[config.mk]
export PLATFORM = sky130hd
export DESIGN_NAME = mac_neuron_sequencer_flat
export DESIGN_NICKNAME = d
export VERILOG_FILES = /design/src/rtl/mac_neuron_sequencer_pkg.sv /design/src/rtl/mac_neuron_sequencer_if.sv /design/src/rtl/mac_neuron_sequencer_sm_mac_lane.sv /design/src/rtl/mac_neuron_sequencer.sv /design/src/flat_wrapper.sv
export SDC_FILE = /design/constraint.sdc
export NUM_CORES = 1
export LEC_CHECK = 0
export ABC_AREA = 1
export CORE_ASPECT_RATIO = 2
export CORE_MARGIN = 10
export CORE_UTILIZATION = 53
export CTS_BUF_LIST = sky130_fd_sc_hd__clkbuf_4
export DETAILED_ROUTE_END_ITERATION = 8
export PLACE_DENSITY = 0.72
export SYNTH_ARGS = -nofsm -noshare
export SYNTH_HDL_FRONTEND = slang
export SYNTH_SLANG_ARGS = --single-unit
[constraint.sdc]
create_clock -name clk -period 8 [get_ports clk]
set_input_delay 1.2 -clock clk [delete_from_list [all_inputs] [get_ports clk]]
set_output_delay 1.2 -clock clk [all_outputs]
set_load 0.02 [all_outputs]
[src/rtl/mac_neuron_sequencer_pkg.sv]
// Shared types for the serial sign-magnitude neuron MAC.
// Operand layout, FSM states and accumulator sizing.
package fnn_pkg;

  typedef struct packed {
    logic       sign;
    logic [6:0] mag;
  } sm8_t;

  typedef enum logic [1:0] {
    IDLE,
    FETCH,
    DRAIN,
    FINISH
  } state_t;

  function automatic logic sm8_sign(sm8_t v);
    return v.sign;
  endfunction

  function automatic logic [6:0] sm8_mag(sm8_t v);
    return v.mag;
  endfunction

  // Sum of n products of two mag_w-bit magnitudes can never overflow
  function automatic int acc_w_f(int mag_w, int n);
    return 2 * mag_w + $clog2(n);
  endfunction

endpackage

[src/rtl/mac_neuron_sequencer_if.sv]
// Controller/buffer bundle of the neuron MAC sequencer.
// slave = the sequencer, master = controller plus buffers.
interface mac_neuron_sequencer_if #(
  parameter int MAG_W  = 7,
  parameter int ADDR_W = 6,
  parameter int ACC_W  = 20
);

  logic              start;
  logic              busy;
  logic              rd_en;
  logic [ADDR_W-1:0] rd_addr;
  logic [MAG_W:0]    a_data;
  logic [MAG_W:0]    w_data;
  logic [ACC_W:0]    out;
  logic              done;

  modport master (
    output start, a_data, w_data,
    input  busy, rd_en, rd_addr, out, done
  );

  modport slave (
    input  start, a_data, w_data,
    output busy, rd_en, rd_addr, out, done
  );

endinterface

[src/rtl/mac_neuron_sequencer_sm_mac_lane.sv]
// Sign-magnitude MAC lane: pos/neg accumulators and final
// compare/subtract. Build option MAC_RELU_EN clamps negatives to 0.
module sm_mac_lane #(
  parameter int MAG_W = 7,
  parameter int ACC_W = 20
) (
  input  logic           clk,
  input  logic           rst_n,
  input  logic           clear,
  input  logic           cap,
  input  logic           fin,
  input  logic [MAG_W:0] a,
  input  logic [MAG_W:0] w,
  output logic [ACC_W:0] res
);

  localparam int PW = 2 * MAG_W;

  logic [PW-1:0]    prod;
  logic [ACC_W-1:0] prod_ext;
  logic             neg_sel;
  logic [ACC_W-1:0] pos_sum;
  logic [ACC_W-1:0] neg_sum;
  logic [ACC_W:0]   res_nxt;

  assign prod     = PW'(a[MAG_W-1:0]) * PW'(w[MAG_W-1:0]);
  assign prod_ext = ACC_W'(prod);
  assign neg_sel  = a[MAG_W] ^ w[MAG_W];

  // Final signed result; equal sums give canonical +0
  always_comb begin
    res_nxt = '0;
    if (pos_sum > neg_sum) begin
      res_nxt = {1'b0, pos_sum - neg_sum};
    end
`ifdef MAC_RELU_EN
`else
    else if (neg_sum > pos_sum) begin
      res_nxt = {1'b1, neg_sum - pos_sum};
    end
`endif
  end

  // Accumulators steered by product sign; result latched on fin
  always_ff @(posedge clk) begin
    if (!rst_n) begin
      pos_sum <= '0;
      neg_sum <= '0;
      res     <= '0;
    end else begin
      if (clear) begin
        pos_sum <= '0;
        neg_sum <= '0;
      end else if (cap) begin
        if (neg_sel) neg_sum <= neg_sum + prod_ext;
        else         pos_sum <= pos_sum + prod_ext;
      end
      if (fin) res <= res_nxt;
    end
  end

endmodule

[src/rtl/mac_neuron_sequencer.sv]
// Neuron dot-product sequencer: FSM, index counter, handshake.
// Build option MAC_RELU_EN (in the lane) clamps negative results.
module mac_neuron_sequencer
  import fnn_pkg::*;
#(
  parameter int N_INPUTS = 62,
  parameter int MAG_W    = 7,
  parameter int ADDR_W   = 6,
  parameter int ACC_W    = acc_w_f(MAG_W, N_INPUTS)
) (
  input logic clk,
  input logic rst_n,
  mac_neuron_sequencer_if.slave bus
);

  localparam logic [ADDR_W-1:0] LAST = ADDR_W'(N_INPUTS - 1);

  state_t            state;
  state_t            state_nxt;
  logic [ADDR_W-1:0] addr;
  logic [ADDR_W-1:0] addr_nxt;
  logic              cap;
  logic              done_q;
  logic              clear;
  logic              fin;
  logic              rd_en;
  logic              busy;
  logic [ACC_W:0]    res;

  // State, index counter, capture delay and done pulse
  always_ff @(posedge clk) begin
    if (!rst_n) begin
      state  <= IDLE;
      addr   <= '0;
      cap    <= 1'b0;
      done_q <= 1'b0;
    end else begin
      state  <= state_nxt;
      addr   <= addr_nxt;
      cap    <= rd_en;
      done_q <= (state == FINISH);
    end
  end

  // Next state and per-state strobes
  always_comb begin
    state_nxt = state;
    addr_nxt  = addr;
    clear     = 1'b0;
    fin       = 1'b0;
    rd_en     = 1'b0;
    busy      = 1'b0;
    unique case (state)
      IDLE: begin
        if (bus.start) begin
          state_nxt = FETCH;
          addr_nxt  = '0;
          clear     = 1'b1;
        end
      end
      FETCH: begin
        rd_en = 1'b1;
        busy  = 1'b1;
        if (addr == LAST) state_nxt = DRAIN;
        else              addr_nxt  = addr + 1'b1;
      end
      DRAIN: begin
        busy      = 1'b1;
        state_nxt = FINISH;
      end
      FINISH: begin
        busy      = 1'b1;
        fin       = 1'b1;
        state_nxt = IDLE;
      end
      default: state_nxt = IDLE;
    endcase
  end

  sm_mac_lane #(
    .MAG_W(MAG_W),
    .ACC_W(ACC_W)
  ) u_lane (
    .clk  (clk),
    .rst_n(rst_n),
    .clear(clear),
    .cap  (cap),
    .fin  (fin),
    .a    (bus.a_data),
    .w    (bus.w_data),
    .res  (res)
  );

  assign bus.busy    = busy;
  assign bus.rd_en   = rd_en;
  assign bus.rd_addr = addr;
  assign bus.out     = res;
  assign bus.done    = done_q;

endmodule
[src/flat_wrapper.sv]
// flat-port wrapper written by rule: the top's interface ports become plain ports
module mac_neuron_sequencer_flat import fnn_pkg::*;
#(
  parameter int N_INPUTS = 62,
  parameter int MAG_W    = 7,
  parameter int ADDR_W   = 6,
  parameter int ACC_W    = acc_w_f(MAG_W, N_INPUTS)
)
  (clk, rst_n, bus_start, bus_a_data, bus_w_data, bus_busy, bus_rd_en, bus_rd_addr, bus_out, bus_done);
  mac_neuron_sequencer_if #(.MAG_W(MAG_W), .ADDR_W(ADDR_W), .ACC_W(ACC_W)) bus_i ();
  input logic clk;
  input logic rst_n;
  input wire logic [$bits(bus_i.start)-1:0] bus_start;
  input wire logic [$bits(bus_i.a_data)-1:0] bus_a_data;
  input wire logic [$bits(bus_i.w_data)-1:0] bus_w_data;
  output wire logic [$bits(bus_i.busy)-1:0] bus_busy;
  output wire logic [$bits(bus_i.rd_en)-1:0] bus_rd_en;
  output wire logic [$bits(bus_i.rd_addr)-1:0] bus_rd_addr;
  output wire logic [$bits(bus_i.out)-1:0] bus_out;
  output wire logic [$bits(bus_i.done)-1:0] bus_done;
  assign bus_i.start = bus_start;
  assign bus_i.a_data = bus_a_data;
  assign bus_i.w_data = bus_w_data;
  assign bus_busy = bus_i.busy;
  assign bus_rd_en = bus_i.rd_en;
  assign bus_rd_addr = bus_i.rd_addr;
  assign bus_out = bus_i.out;
  assign bus_done = bus_i.done;
  mac_neuron_sequencer #(.N_INPUTS(N_INPUTS), .MAG_W(MAG_W), .ADDR_W(ADDR_W), .ACC_W(ACC_W)) u_core (.clk(clk), .rst_n(rst_n), .bus(bus_i));
endmodule
---- Yosys cells after proc, flatten, opt, wreduce, memory -nomap -nowiden ----
Index checks and enable logic that the tools add are counted.
operators by class
  add/subtract/negate cells ............... 5
  multipliers ............................. 1
  order comparisons ....................... 2
  equality and inequality tests ........... 7
  muxes and demuxes ....................... 13
  bitwise logic cells ..................... 3
  reductions and logical operators ........ 8
operators with widths
  operator             count
  $mux 21              2
  $add 20x14->20       2
  $gt 20x20->1         2
  $sub 20x20->20       2
  $mul 7x7->14         1
  $mux 6               2
  $pmux 6 s2           1
  $pmux 2 s4           1
  $add 6x1->6 const B  1
  $eq 6x6->1 const B   1
  $reduce_and 2->1     3
  $mux 1               5
  $eq 2x2->1 const B   2
  $mux 2               2
  $ne 2x2->1 const B   2
  $reduce_and 3->1     1
  $reduce_or 3->1      1
  $eq 2x1->1 const B   1
  $logic_not 2->1      1
  $ne 2x1->1 const B   1
  $not 1->1            2
  $reduce_bool 2->1    1
  $reduce_or 2->1      1
  $xor 1x1->1          1
storage, ports and cells
  register bits ........................... 71
  output and inout bits ................... 30
  logic and storage cells ................. 46

---- Longest topological paths before layout ----
Gate-level depths: netlist (run 1).
  depth after elaboration ................. 3
  gate-level depth with buffers ........... 28

---- Cells and area by module ----
A second synthesis (run 1) with hierarchy kept.
unflattened totals
  cell total of the unflattened synthesis .. 1,339
  area, all modules ....................... 8,540.7 µm²
by module, submodules not included
  module                times used  cells each  area an instance (µm²)
  sm_mac_lane           1           1,250       7,915.1
  mac_neuron_sequencer  1           89          625.6

---- Least setup slack after synthesis (run 1) ----
Ideal clock, no wire load.
  path type ............................... input to register
  from .................................... input bus_w_data[3]
  to ...................................... register u_core.u_lane.neg_sum[16]
  setup time .............................. 0.115 ns
  arrival ................................. 5.830 ns
  setup slack ............................. 2.055 ns
  stages .................................. 27
  buffers on the path ..................... 0
  cells stage by stage .................... nand2_1 inv_1 fa_1 inv_1 fa_1 inv_1 fa_1 inv_1 fa_1 inv_1 ha_1 a21o_1 a21oi_1 o21ai_0 a21oi_1 xor2_1 inv_1 ha_1 inv_1 nor3_1 nand3_1 nand4_1 nand2_1 nand2_1 nand3_1 nand2_1 nor2_1
on the way
  longest elaborated chain between the ends .. 2
ends and longest elaborated chain
  what                  RTL line                                text
  start, declared       flat_wrapper.sv:15                      input wire logic [$bits(bus_i.w_data)-1:0] bus_w_data;
  $mul 7x7->14          mac_neuron_sequencer_sm_mac_lane.sv:26  assign prod = PW'(a[MAG_W-1:0]) * PW'(w[MAG_W-1:0]);
  $add 20x14->20        mac_neuron_sequencer_sm_mac_lane.sv:55  if (neg_sel) neg_sum <= neg_sum + prod_ext;
  end signal, assigned  mac_neuron_sequencer_sm_mac_lane.sv:55
  end, declared         mac_neuron_sequencer_sm_mac_lane.sv:23  logic [ACC_W-1:0] neg_sum;
No other way between the ends.
A chain may end at the register's enable or synchronous reset.

---- Worst setup path after layout (run 1) ----
  from .................................... input bus_w_data[6]
  to ...................................... register u_core.u_lane.neg_sum[14]
The elaborated chain is that of the path after synthesis.

==> results.ini, run 1 <==
[outcome]
status = finished, violations left
failed_checks = DRC

[setup_path]
critPathMaxFanout = 7
reg2reg_depth = 13
endpoint_kind = register
rr_startpoint = u_core.u_lane.pos_sum[10]
cp-start-kind = input port
required_ps = 8380
timing_worst_setup_path_type = input port to register
r2r_setup_slack_ps = 5170
crit_end = u_core.u_lane.neg_sum[14]
worstPathArrival_ps = 6980
critPathLaunch = bus_w_data[6]
r2r_end = u_core.u_lane.res[18]

[sta]
slew_headroom_pct = 36.2
rsz0062_at_grt = no
worst_pin_slew_ps = 955
min_period_ps = 6600
setup_viol = 0
final-hold-violation-count = 0
report.final.slew_viol_count = 0
whs_ps = 474
fin_crit_sh_pct = 82.5
clock-skew-final_ps = 16.8
fmax_mhz = 151
fin_tns_setup_ps = 0

[grt]
grt_pass1_wl_um = 38600
grt.overflow.total = 0
antenna_found_initial = 1
grtUsageTotal_pct = 22.4
grt_max_degree = 36
grt_pass1_vias = 8428

[die]
core_um2 = 15700
pin_count = 49
dieArea_um2 = 21700
die_x_um = 109
die_y_um = 199
placementRows = 65
start_util_pct = 53.8

[detailed_routing]
drt_iter0_drc = 454
firstDrtPassIters = 7
detail-route-antenna-nets = 0
routed_wl_um = 23600
wl_per_cell_um = 15.2
drc = 1
vias = 8310
via_per_inst = 5.37

[final_layout]
finalNonFillerCells = 1547
mostFrequentLayoutCell = nand2_1
final_cell_mix = nand2_1, inv_1, a21oi_1
nets = 1495
drive_above_1_share_pct = 4.46
area_growth_pct = 9.78

[pwr]
peakVddDrop_uv = 154
pwr_density_cell_nw_per_um2 = 320
leakage_uw = 0.00501

[cts]
cts_root_buf = clkbuf_4
htreeDepth = 3
cts_buffer_depth = 2
cts_resized = 0
cts_setup_buffers = 0
cts_tree = done
clkSinkCount = 71
clkLatencyLatePin_ps = 480
numCtsBuffers = 9
path_clk_slew_ps = 120
hold_buffers = 0

[place]
post-place-cells = 1530
gp_congestion = 0.987
hpwl_um = 20100
port-buffer-count = 48

[synth]
synthFlopType = dfxtp_1
synth_nets = 1457
synth_area_um2 = 8440
ys_seq_area_share_pct = 16.8
synth.yosys.warnings = 0
async_flop_share_pct = 0
syn_avg_cell_area_um2 = 6.49
ys_ff_latch = 71
ys_types = 44
synthCells = 1302
synth_edf_count = 0

[job]
max-cap-violations = 0

[hold_path]
hold_path_class = register to register

stage by stage:
step / util [%] / cell area, µm² / worst slack, ps / total power, µW
final: 59.1 / 9270 / 1400 / 2970
after global placement: 57.7 / 9060 / 1050 / 2580
after CTS: 59.0 / 9270 / 1430 / 2950
after detailed placement: 57.7 / 9060 / 905 / 2610
after global routing: 59.1 / 9270 / 931 / 3260
after floorplan: - / 8440 / 2050 / 2110
synth_stat cells (all sizes together) (11+ instances only):
cell,n,area (µm²)
nand2,328,1290
inv,254,953
a21oi,124,624
ha,108,1350
nand3,97,500
nor2,76,332
dfxtp,71,1420
o21ai,71,355
xor2,34,298
fa,28,561
nor3,18,90.1
clkbuf,14,55.1
xnor2,13,114
nand4,11,68.8
o21bai,11,82.6
registers in the layout, indices dropped and copies added (netlist names):
| signal | flops |
|---|---|
| u_core.u_lane.res | 21 |
| u_core.u_lane.neg_sum | 20 |
| u_core.u_lane.pos_sum | 20 |
| u_core.bus.rd_addr | 6 |
| u_core.state | 2 |
| u_core.bus.done | 1 |
| u_core.cap | 1 |
how the worst min path moves through the flow:
stage	startpoint	end	slack [ps]	cells past startpoint
5_1_grt	u_core.u_lane.res[20]	u_core.u_lane.res[20]	490	2
3_5_place_dp	u_core.u_lane.res[0]	u_core.u_lane.res[0]	460	2
4_1_cts	u_core.u_lane.res[0]	u_core.u_lane.res[0]	470	2
2_1_floorplan	u_core.u_lane.neg_sum[0]	u_core.u_lane.neg_sum[0]	470	2
3_3_place_gp	u_core.u_lane.res[0]	u_core.u_lane.res[0]	450	2
6_report	u_core.u_lane.res[20]	u_core.u_lane.res[20]	470	2
logic make-up (layout without fill, tap and decap cells):
family	count (synthesis)	count (layout)	synth area share, %
AO/OA/AOI/OAI	229	229	15.0
XOR/XNOR	47	47	4.87
adder cells (fa/ha/maj)	136	136	22.6
buffers and inverters	280	323	13.0
flip-flops	71	71	16.8
other	0	1	0
AND/OR/NAND/NOR	539	539	27.7
routing by layer:
metal  up-vias  share of wire, %  global-route usage (%)
met1      3801                33                    19.2
met2       200                56                    43.8
met4         0               8.1                    18.1
met5         -                 0                       0
li1       4213                 -                       -
met3        96               3.2                    2.43
critical path: stages:
cell and delay, ps:
clkdlybuf4s50_1 610, nand2_1 130, fa_1 560, fa_1 560
inv_1 60, fa_1 530, inv_1 60, fa_1 530
inv_1 40, ha_1 340, a21o_1 190, a21oi_1 190
o21ai_0 190, a21oi_1 200, xor2_1 160, inv_1 80
ha_1 350, inv_1 80, nor3_1 250, nand3_1 120
nand4_1 140, nand2_1 70, nand2_1 160, nand3_1 90
nand2_1 70, nor2_1 40
where the power goes:
group / internal [µW] / switching, µW
Sequential: 398 / 31.9
Clock: 192 / 142
Combinational: 734 / 1470
Total: 1320 / 1640
area by class of cell:
| type | count | area, µm² |
|---|---|---|
| Sequential cell | 71 | 1420 |
| Clock inverter | 6 | 133 |
| Multi-Input combinational cell | 951 | 5920 |
| Timing Repair Buffer | 51 | 503 |
| Tap cell | 201 | 251 |
| Inverter | 256 | 961 |
| Fill cell | 1591 | 6430 |
| Clock buffer | 10 | 75.1 |
| Antenna cell | 1 | 2.50 |
(Power assumes the default switching activity.)
==> inputs of run 2 (changes only) <==
Settings changed: PLACE_DENSITY 0.72 to 0.75.
Clock period 8 ns to 5.3 ns, I/O delays scaled along.
==> results.ini, run 2 (synthesis gave the netlist of run 1 again) <==
[final_layout]
area_growth_pct = 20.4  ; was 9.78%
nets = 1586  ; was 1,495
multi_input_area_um2 = 6230  ; was 5920 µm²
mostFrequentLayoutCell = nand2_1  ; unchanged
reg_top3 = u_core.u_lane.res: 21 flops, u_core.u_lane.neg_sum: 20 flops, u_core.u_lane.pos_sum: 20 flops  ; unchanged
final_cell_mix = nand2_1, inv_1, a21oi_1  ; unchanged
register_area_um2 = 1420  ; unchanged
fin_area_um2 = 10200  ; was 9270 µm²
largest_register_ffs = 21  ; unchanged
largest_register = u_core.u_lane.res  ; unchanged
finalNonFillerCells = 1638  ; was 1,547
drive_above_1_share_pct = 15.3  ; was 4.46%
final_core_util_pct = 64.8  ; was 59.1%
nFillCells = 1463  ; was 1,591

[grt]
grt_max_degree = 36  ; unchanged
grtUsageTotal_pct = 23.9  ; was 22.4%
grt.overflow.total = 0  ; unchanged
grt_pass1_wl_um = 41200  ; was 38,600 µm
grt_pass1_vias = 9132  ; was 8,428
antenna_found_initial = 1  ; unchanged

[die]
die_x_um = 109  ; unchanged
core_um2 = 15700  ; unchanged
dieArea_um2 = 21700  ; unchanged
die_y_um = 199  ; unchanged
placementRows = 65  ; unchanged
pin_count = 49  ; unchanged
start_util_pct = 53.8  ; unchanged

[sta]
report.final.slew_viol_count = 0  ; unchanged
setup_viol = 0  ; unchanged
clock-skew-final_ps = 17.1  ; was 16.8 ps
worst_pin_slew_ps = 913  ; was 955 ps
fin_crit_sh_pct = 97.2
whs_ps = 473  ; was 474 ps
slew_headroom_pct = 39.0  ; was 36.2%
rsz0062_at_grt = yes  ; was no
final-hold-violation-count = 0  ; unchanged
fmax_mhz = 194
min_period_ps = 5150

[detailed_routing]
via_per_inst = 5.40  ; was 5.37
drt-met1-wl_um = 8190  ; was 7790 µm
firstDrtPassIters = 5  ; was 7
dr_wl_met2_um = 13900  ; was 13,100 µm
routed_wl_um = 25400  ; was 23,600 µm
detail-route-antenna-nets = 0  ; unchanged
vias = 8844  ; was 8,310
met3WireLength_um = 912  ; was 756 µm
drc = 0  ; was 1
wl_per_cell_um = 15.5  ; was 15.2 µm
drt_iter0_drc = 386  ; was 454
dr.max_layer_used = met4  ; unchanged

[setup_path]
critPathLaunch = bus_w_data[1]  ; was bus_w_data[6]
required_ps = 5680  ; was 8380 ps
rr_startpoint = u_core.u_lane.pos_sum[14]  ; was u_core.u_lane.pos_sum[10]
critPathMaxFanout = 6  ; was 7
cp-start-kind = input port  ; unchanged
endpoint_kind = register  ; unchanged
timing_worst_setup_path_type = input port to register  ; unchanged
worstPathArrival_ps = 5530  ; was 6980 ps

[cts]
clkLatencyLatePin_ps = 460  ; was 480 ps
htreeDepth = 3  ; unchanged
hold_buffers = 0  ; unchanged
cts_buffer_depth = 2  ; unchanged
path_clk_slew_ps = 130  ; was 120 ps
cts_tree = done  ; unchanged
clkSinkCount = 71  ; unchanged
cts_root_buf = clkbuf_4  ; unchanged
numCtsBuffers = 9  ; unchanged

[pwr]
peakVddDrop_uv = 295  ; was 154 µV
pwr_density_cell_nw_per_um2 = 509  ; was 320 nW/µm²
leakage_uw = 0.00546  ; was 0.00501 µW
power_uw = 5170  ; was 2970 µW

[place]
hpwl_um = 21000  ; was 20,100 µm
post-place-cells = 1614  ; was 1,530
port-buffer-count = 48  ; unchanged
gp_congestion = 1.02  ; was 0.987
placed_cell_area_um2 = 9750  ; was 9060 µm²

[hold_path]
hold_path_class = register to register  ; unchanged
hold_start = u_core.u_lane.res[0]  ; was u_core.u_lane.res[20]

[job]
max-cap-violations = 0  ; unchanged

[outcome]
status = finished, final reports clean  ; was finished, violations left

run 2: worst max-delay path, stage by stage:
cell     delay [ps]
buf_6           100
nand2_4          50
inv_2            40
fa_1            540
inv_1            60
fa_1            520
inv_2            40
fa_1            490
inv_2            40
fa_1            510
inv_2            50
ha_4            280
nand2_4          70
nor3_4          200
a21oi_2          90
o21ai_1         160
xor2_1          180
inv_2            80
ha_4            290
inv_1            70
nor3_4          180
nand3_1          90
nand4_1         170
nand2_2         100
nand2_4         120
nand3_2          80
nand2_1          80
nor2_1           40
run 2: timing repair:
item / 4_1_cts / 5_1_grt
endpoints found under the setup margin: 26 / 26
buffers inserted: 5 / 2
pin swaps: 25 / 39
resized for setup: 37 / 70
cloned: 0 / 0
run 2: metal layers:
layer  up-vias  track usage [%]
met5         -                0
met4         0             20.9
li1       4399                -
met3       152             3.05
met2       252             45.7
met1      4041             20.4
run 2: path summary, 6_finish.rpt:
check / to / slack [ps] / cells past startpoint
setup / recovery: u_core.u_lane.pos_sum[14] / 150 / 28
hold / removal: u_core.u_lane.res[0] / 470 / 2
setup reg to reg: u_core.u_lane.res[17] / 2380 / 13
hold reg to reg: u_core.u_lane.res[0] / 470 / 2
run 2: cell type report:
class                           count  area share (%)
Tap cell                          201            2.47
Clock inverter                      7           0.862
Inverter                          256            9.45
Sequential cell                    71            14.0
Timing Repair Buffer              142            11.3
Clock buffer                        9           0.665
Antenna cell                        1          0.0246
Multi-Input combinational cell    951            61.3
run 2: per-stage QoR:
stage	setup WS (ps)	TNS [ps]
after CTS	2.69	0
after global routing	-47.9	-287
after detailed placement	-949	-21770
after floorplan	11.3	0
final	148	0
after global placement	-802	-18750
run 2: report_power, final:
| part | leakage [µW] | switching [µW] | total [µW] | internal, µW |
|---|---|---|---|---|
| clock | 0.0000770 | 210 | 397 | 187 |
| combinational | 0.00480 | 2480 | 4120 | 1640 |
| sequential | 0.000575 | 52.9 | 653 | 600 |
==> inputs of run 3 (changes only) <==
Settings changed: CORE_UTILIZATION 53 to 57, PLACE_DENSITY 0.75 to 0.8.
==> results.ini, run 3 (synthesis gave the netlist of run 1 again) <==
[setup_path]
worst-path-buf-inv = 10  ; was 8
reg2reg_depth = 13  ; unchanged
critPathMaxFanout = 4  ; was 6
rr_startpoint = u_core.u_lane.pos_sum[10]  ; was u_core.u_lane.pos_sum[14]
worstPathArrival_ps = 5590  ; was 5530 ps
cp-start-kind = input port  ; unchanged
endpoint_kind = register  ; unchanged
path_delay_family = adder cells  ; unchanged
timing_worst_setup_path_type = input port to register  ; unchanged
max_stage_delay_ps = 540  ; about the same
slowest_stage = fa_1  ; unchanged
required_ps = 5670  ; was 5680 ps
r2r_setup_slack_ps = 2300  ; was 2380 ps
r2r_end = u_core.u_lane.res[18]  ; was u_core.u_lane.res[17]

[final_layout]
final_cell_mix = nand2_1, inv_1, a21oi_1  ; unchanged
drive_above_1_share_pct = 14.7  ; was 15.3%
reg_top3 = u_core.u_lane.res: 21 flops, u_core.u_lane.neg_sum: 20 flops, u_core.u_lane.pos_sum: 20 flops  ; unchanged
largest_register_ffs = 21  ; unchanged
mostFrequentLayoutCell = nand2_1  ; unchanged
nets = 1586  ; unchanged
area_growth_pct = 19.7  ; was 20.4%
largest_register = u_core.u_lane.res  ; unchanged

[die]
placementRows = 62  ; was 65
core_um2 = 14400  ; was 15,700 µm²
dieArea_um2 = 20400  ; was 21,700 µm²
start_util_pct = 58.5  ; was 53.8%
die_x_um = 106  ; was 109 µm
die_y_um = 192  ; was 199 µm
pin_count = 49  ; unchanged

[detailed_routing]
firstDrtPassIters = 7  ; was 5
drt_iter0_drc = 435  ; was 386
via_per_inst = 5.45  ; was 5.40
drc = 0  ; unchanged
vias = 8882  ; was 8,844
detail-route-antenna-nets = 0  ; unchanged
wl_per_cell_um = 15.6  ; was 15.5 µm
routed_wl_um = 25300  ; was 25,400 µm

[hold_path]
hold_end = u_core.u_lane.res[0]  ; unchanged
hold_start = u_core.u_lane.res[0]  ; unchanged
hold_path_class = register to register  ; unchanged
holdPathStages = 2  ; unchanged

[place]
hpwl_um = 21400  ; was 21,000 µm
port-buffer-count = 48  ; unchanged
gp_congestion = 0.993  ; was 1.02

[grt]
grt_max_degree = 36  ; unchanged
grt.overflow.total = 0  ; unchanged
grtUsageTotal_pct = 25.1  ; was 23.9%
antenna_found_initial = 1  ; unchanged
grt_pass1_vias = 9234  ; was 9,132
grt_pass1_wl_um = 41300  ; was 41,200 µm

[cts]
numCtsBuffers = 9  ; unchanged
cts_tree = done  ; unchanged
cts_root_buf = clkbuf_4  ; unchanged
htreeDepth = 3  ; unchanged
clkSinkCount = 71  ; unchanged
hold_buffers = 0  ; unchanged
path_clk_slew_ps = 120  ; was 130 ps
cts_buffer_depth = 2  ; unchanged
clkLatencyLatePin_ps = 470  ; was 460 ps

[outcome]
status = finished, final reports clean  ; unchanged

[job]
max-cap-violations = 0  ; unchanged

[pwr]
pwr-share-clk_pct = 8.7  ; was 7.7%
sw_frac_of_total_pct = 52.7  ; was 53.0%
combPwrFrac_pct = 78.7  ; was 79.7%
peakVddDrop_uv = 295  ; about the same
pwr_density_cell_nw_per_um2 = 515  ; was 509 nW/µm²
leakage_uw = 0.00546  ; about the same
netSwitchingPower_uw = 2740  ; about the same
p_int_uw = 2460  ; was 2430 µW
seqPwrFrac_pct = 12.6  ; about the same

[sta]
fmax_mhz = 192  ; was 194 MHz
clock-skew-final_ps = 13.0  ; was 17.1 ps
fin_crit_sh_pct = 98.5  ; was 97.2%
slew_headroom_pct = 34.9  ; was 39.0%
min_period_ps = 5220  ; was 5150 ps
rsz0062_at_grt = yes  ; unchanged
whs_ps = 478  ; was 473 ps
report.final.slew_viol_count = 0  ; unchanged
fin_tns_setup_ps = 0  ; unchanged
worst_pin_slew_ps = 974  ; was 913 ps
setup_viol = 0  ; unchanged
final-hold-violation-count = 0  ; unchanged

run 3: cell count changes in the layout (fill, tap and decap cells not counted), moves of 2 or more:
cell | previous run | this run
a21oi_2 | 11 | 9
ha_1 | 99 | 101
nand2_1 | 298 | 301
ha_4 | 9 | 7
nand2_2 | 23 | 21
o21bai_2 | 2 | 0
clkinvlp_4 | 2 | 0
clkinv_1 | 4 | 2
o21bai_1 | 9 | 11
a21oi_1 | 113 | 115
run 3: layout make-up:
type                       instances  area [µm²]
multi-input combinational        951        6150
inverter                         256         961
fill                            1282        4320
clock buffer                      10        75.1
clock inverter                     6         109
tap                              192         240
sequential                        71        1420
antenna                            1        2.50
timing repair buffer             142        1140
run 3: worst reg2reg max path: cells and delay by family, from the launching register on:
family,cells,cell delay (ps)
adders and majority gates,1,460
and+or+nand+nor,9,1780
buffers and inverters,3,220
DFF,1,440
run 3: per-layer routing:
metal	track usage, %	part of all wire [%]	vias to the layer above
met5	0	0	-
met4	23.1	8.6	0
met3	3.52	3.4	130
met2	49.8	56	256
met1	20.0	32	4097
li1	-	-	4399
run 3: through the flow:
step	area (µm²)	util, %	setup WS, ps	instances	power (µW)
floorplan	8500	-	11.3	1302	3230
global placement	9750	67.6	-783	1607	4440
detailed placement	9750	67.6	-942	1607	4510
CTS	10000	69.4	45.3	1625	5030
global route	10100	70.0	-146	1629	5660
finish	10100	70.0	79.6	1629	5200
run 3: how the worst max path moves through the flow:
stage	cells past startpoint	to	slack (ps)	start
finish	26	u_core.u_lane.neg_sum[12]	80	bus_a_data[4]
floorplan	27	u_core.u_lane.pos_sum[14]	10	bus_w_data[3]
CTS	28	u_core.u_lane.neg_sum[16]	50	bus_w_data[2]
detailed placement	24	u_core.u_lane.pos_sum[17]	-940	bus_a_data[0]
global route	28	u_core.u_lane.neg_sum[16]	-150	bus_a_data[4]
global placement	24	u_core.u_lane.pos_sum[15]	-780	bus_a_data[0]
run 3: what timing repair did:
action / CTS / global route
setup buffers: 2 / 3
gates resized for setup: 37 / 56
pin swaps: 27 / 34
endpoints found under the setup margin: 26 / 25
run 3: power groups by stage:
stage | clock network [µW] | logic, µW | registers (µW)
2_1_floorplan | 0 | 2540 | 694
3_3_place_gp | 0 | 3780 | 660
3_5_place_dp | 0 | 3850 | 664
4_1_cts | 455 | 3930 | 653
5_1_grt | 476 | 4520 | 663
6_report | 453 | 4090 | 654
==> edit 1: new RTL, flow settings as in run 2 <==
Build with the macro `MAC_RELU_EN` defined.
--- a/src/rtl/mac_neuron_sequencer_sm_mac_lane.sv
+++ b/src/rtl/mac_neuron_sequencer_sm_mac_lane.sv
@@ -1,5 +1,7 @@
 // Sign-magnitude MAC lane: pos/neg accumulators and final
 // compare/subtract. Build option MAC_RELU_EN clamps negatives to 0.
+`define MAC_RELU_EN
+
 module sm_mac_lane #(
   parameter int MAG_W = 7,
   parameter int ACC_W = 20
Check against the original RTL: same outputs for any inputs over 10 cycles, from zero or initial values and one cycle with rst_n low; that may be too few to reach the edited logic, so the function may still have changed.
==> edit 1 against run 2 <==
- the flow now finishes with violations (DRC)
- worst setup slack worse by 0.10 ns
- sequential cell count down 1
- total power down 21%
- hold slack worse by 0.0029 ns
- clock skew up 0.0080 ns
- design area down 11%
- global-route usage down 1.3 points
- wire length down 17%
- synthesized area down 14%
- critical path type unchanged
==> edit 1: results (changes against run 2) <==
[sta]
worst-slew-pin-transition_ns = 0.904  ; -0.00925 ns
finClkSkew_ns = 0.0251  ; +0.00802 ns

[setup_path]
r2r_slack_ns = 3.01  ; +0.63 ns
reg2regPathDepth = 7  ; -6
r2r-start = u_core.state[0]
endpoint = u_core.u_lane.pos_sum[18]
startpoint = bus_a_data[1]
r2r-end = u_core.u_lane.neg_sum[12]

[route]
drcViolationCount = 1  ; +1
drtPass1Iterations = 6  ; +1

[grt]
grt_max_degree = 25  ; -31%
grt_pass1_vias = 7846  ; -14%

[power]
vdd_drop_max_mv = 0.302  ; +2.5%
p_sw_share_pct = 51.1  ; -1.9 points
p_leak_nw = 4.79  ; -12%
p_clk_share_pct = 7.5  ; -0.2 points

[clock_tree]
ctsResizeCount = 66  ; +78%
post_cts.repair.setup_buffers = 4  ; -1

[place]
post-dp-hpwl_microns = 17400  ; -17%

[synth]
synth_seq_area_share_pct = 19.2  ; +2.4 points
synth_area_leaders = dfxtp_1 19%, ha_1 15%, nand2_1 15%, inv_1 11%, fa_1 7.4%
yosys-top-cells-count = 289 x nand2_1, 209 x inv_1, 91 x a21oi_1
syn_nets = 1245  ; -15%
netlist_instances = 1111  ; -15%

[status]
violations = DRC
status = complete, but fails checks

[finish]
fin_nets = 1359  ; -14%

==> edit 1: area by class of cell <==
class	count	area share (%)
diodes	1	0.0276
repair buffers	118	10.8
inverters	215	8.95
clock buffers	9	0.745
clock inverters	7	0.455
multi-input cells	811	61.4
well taps	155	2.14
flip-flops and latches	70	15.4
==> edit 1: metal layers <==
| layer | part of all wire, % | GRT usage, % | vias to the layer above |
|---|---|---|---|
| li1 | - | - | 3737 |
| met1 | 32 | 17.7 | 3463 |
| met2 | 58 | 46.7 | 194 |
| met3 | 2.8 | 2.08 | 106 |
| met4 | 7.6 | 17.0 | 0 |
| met5 | 0 | 0 | - |
==> edit 1: cell families after synthesis <==
family	count (synthesis)	share of synthesized area, %
XOR/XNOR	35	4.20
other	1	0.0514
flip-flops	70	19.2
adder cells (fa/ha/maj)	115	22.5
AND/OR/NAND/NOR	484	27.9
AO/OA/AOI/OAI	176	13.9
buffers and inverters	230	12.2
==> edit 2: new RTL, flow settings as in run 2 <==
Without the edit above. Re-encode `state_t` (4 states) as one-hot, 4 bits wide.
--- a/src/rtl/mac_neuron_sequencer_pkg.sv
+++ b/src/rtl/mac_neuron_sequencer_pkg.sv
@@ -7,11 +7,11 @@
     logic [6:0] mag;
   } sm8_t;
 
-  typedef enum logic [1:0] {
-    IDLE,
-    FETCH,
-    DRAIN,
-    FINISH
+  typedef enum logic [3:0] {
+    IDLE   = 4'b0001,
+    FETCH  = 4'b0010,
+    DRAIN  = 4'b0100,
+    FINISH = 4'b1000
   } state_t;
 
   function automatic logic sm8_sign(sm8_t v);
Formal check against the unedited RTL: no difference found for any inputs over 10 cycles, from zero or initial values and one cycle with rst_n low; not proved beyond that.
==> edit 2 against run 2 <==
- worst setup slack improved by 0.037 ns
- wire length decreased by 2.8%
- clock skew decreased by 0.00099 ns
- sequential cell count increased by 2
- register-to-register slack improved by 0.12 ns
- hold slack improved by 0.0045 ns
- synthesized area increased by 0.12%
- design area increased by 0.18%
- critical path type unchanged
- highest routed layer unchanged
Power is not compared: it rests on default switching activity, and its combinational part moved more than twofold at a synthesized area within 25%.
==> edit 2: results (changes against run 2) <==
[route]
vias = 8627  ; -2.5%

[synth]
synth_fa_ha_area_share_pct = 22.0  ; -0.62 points
synth_seq_area_share_pct = 17.3  ; +0.45 points
syn_nets = 1436  ; -1.4%
yosys-top-cells-count = 310 x nand2_1, 233 x inv_1, 105 x a21oi_1
synth_compound_area_share_pct = 14.7  ; -0.22 points
synthDistinctLibCells = 51  ; +16%
synth-xor-area-share_pct = 4.56  ; -0.32 points

[grt]
grt_util_all_layers_pct = 23.6  ; -0.28 points
grt_max_degree = 35  ; -2.8%

[finish]
clk_share_pct = 1.34  ; -0.19 points
nNonClkInverters = 236  ; -7.8%
multi_input_area_sq_um = 6300  ; +1.2%
nMultiInputCombCells = 953  ; +0.21%

[setup_path]
critPathArrivalTime_ns = 5.52  ; about the same
r2r_slack_ns = 2.50  ; +0.12 ns
reg2regPathDepth = 14  ; +1
r2r-end = u_core.u_lane.res[18]
critPathMaxStageDelay_ns = 0.51  ; -0.03 ns
r2r-start = u_core.u_lane.pos_sum[15]
endpoint = u_core.u_lane.neg_sum[18]

[place]
place_area_sq_um = 9770  ; +0.15%
post-dp-hpwl_microns = 20500  ; -2.6%

[sta]
whs_ns = 0.477  ; +0.00449 ns
setup_slack_ns = 0.185  ; +0.0370 ns

[status]
status = completed

==> edit 2: changes by cell type after synthesis, sizes merged, moves of 6 or more <==
cell	change
nand3	-17
inv	-20
a21oi	-11
xor2	-8
a31oi	-6
a21o	+6
nor2	+34
nand2	-6
nor3	-7
==> edit 2: what timing repair did <==
| action | in CTS | in global routing |
|---|---|---|
| resized for setup | 39 | 66 |
| hold buffers | 0 | 0 |
| pin swaps | 22 | 36 |
| buffers inserted | 3 | 2 |
| endpoints found under the setup margin | 24 | 26 |
==> edit 2: cells by family (layout without fill, tap and decap cells) <==
logic type      count (synthesis)  in the layout
buf+inv                       259            392
flops                          73             73
xor+xnor                       44             44
other cells                     0              1
compound gates                222            222
simple gates                  555            555
fa+ha+maj                     132            132
==> edit 2: layer usage <==
metal  up-vias  track usage (%)  share of wire (%)
li1       4326                -                  -
met1      3975             20.5                 33
met2       223             45.8                 56
met3       103             2.76                2.9
met4         0             18.8                7.4
met5         -                0                  0
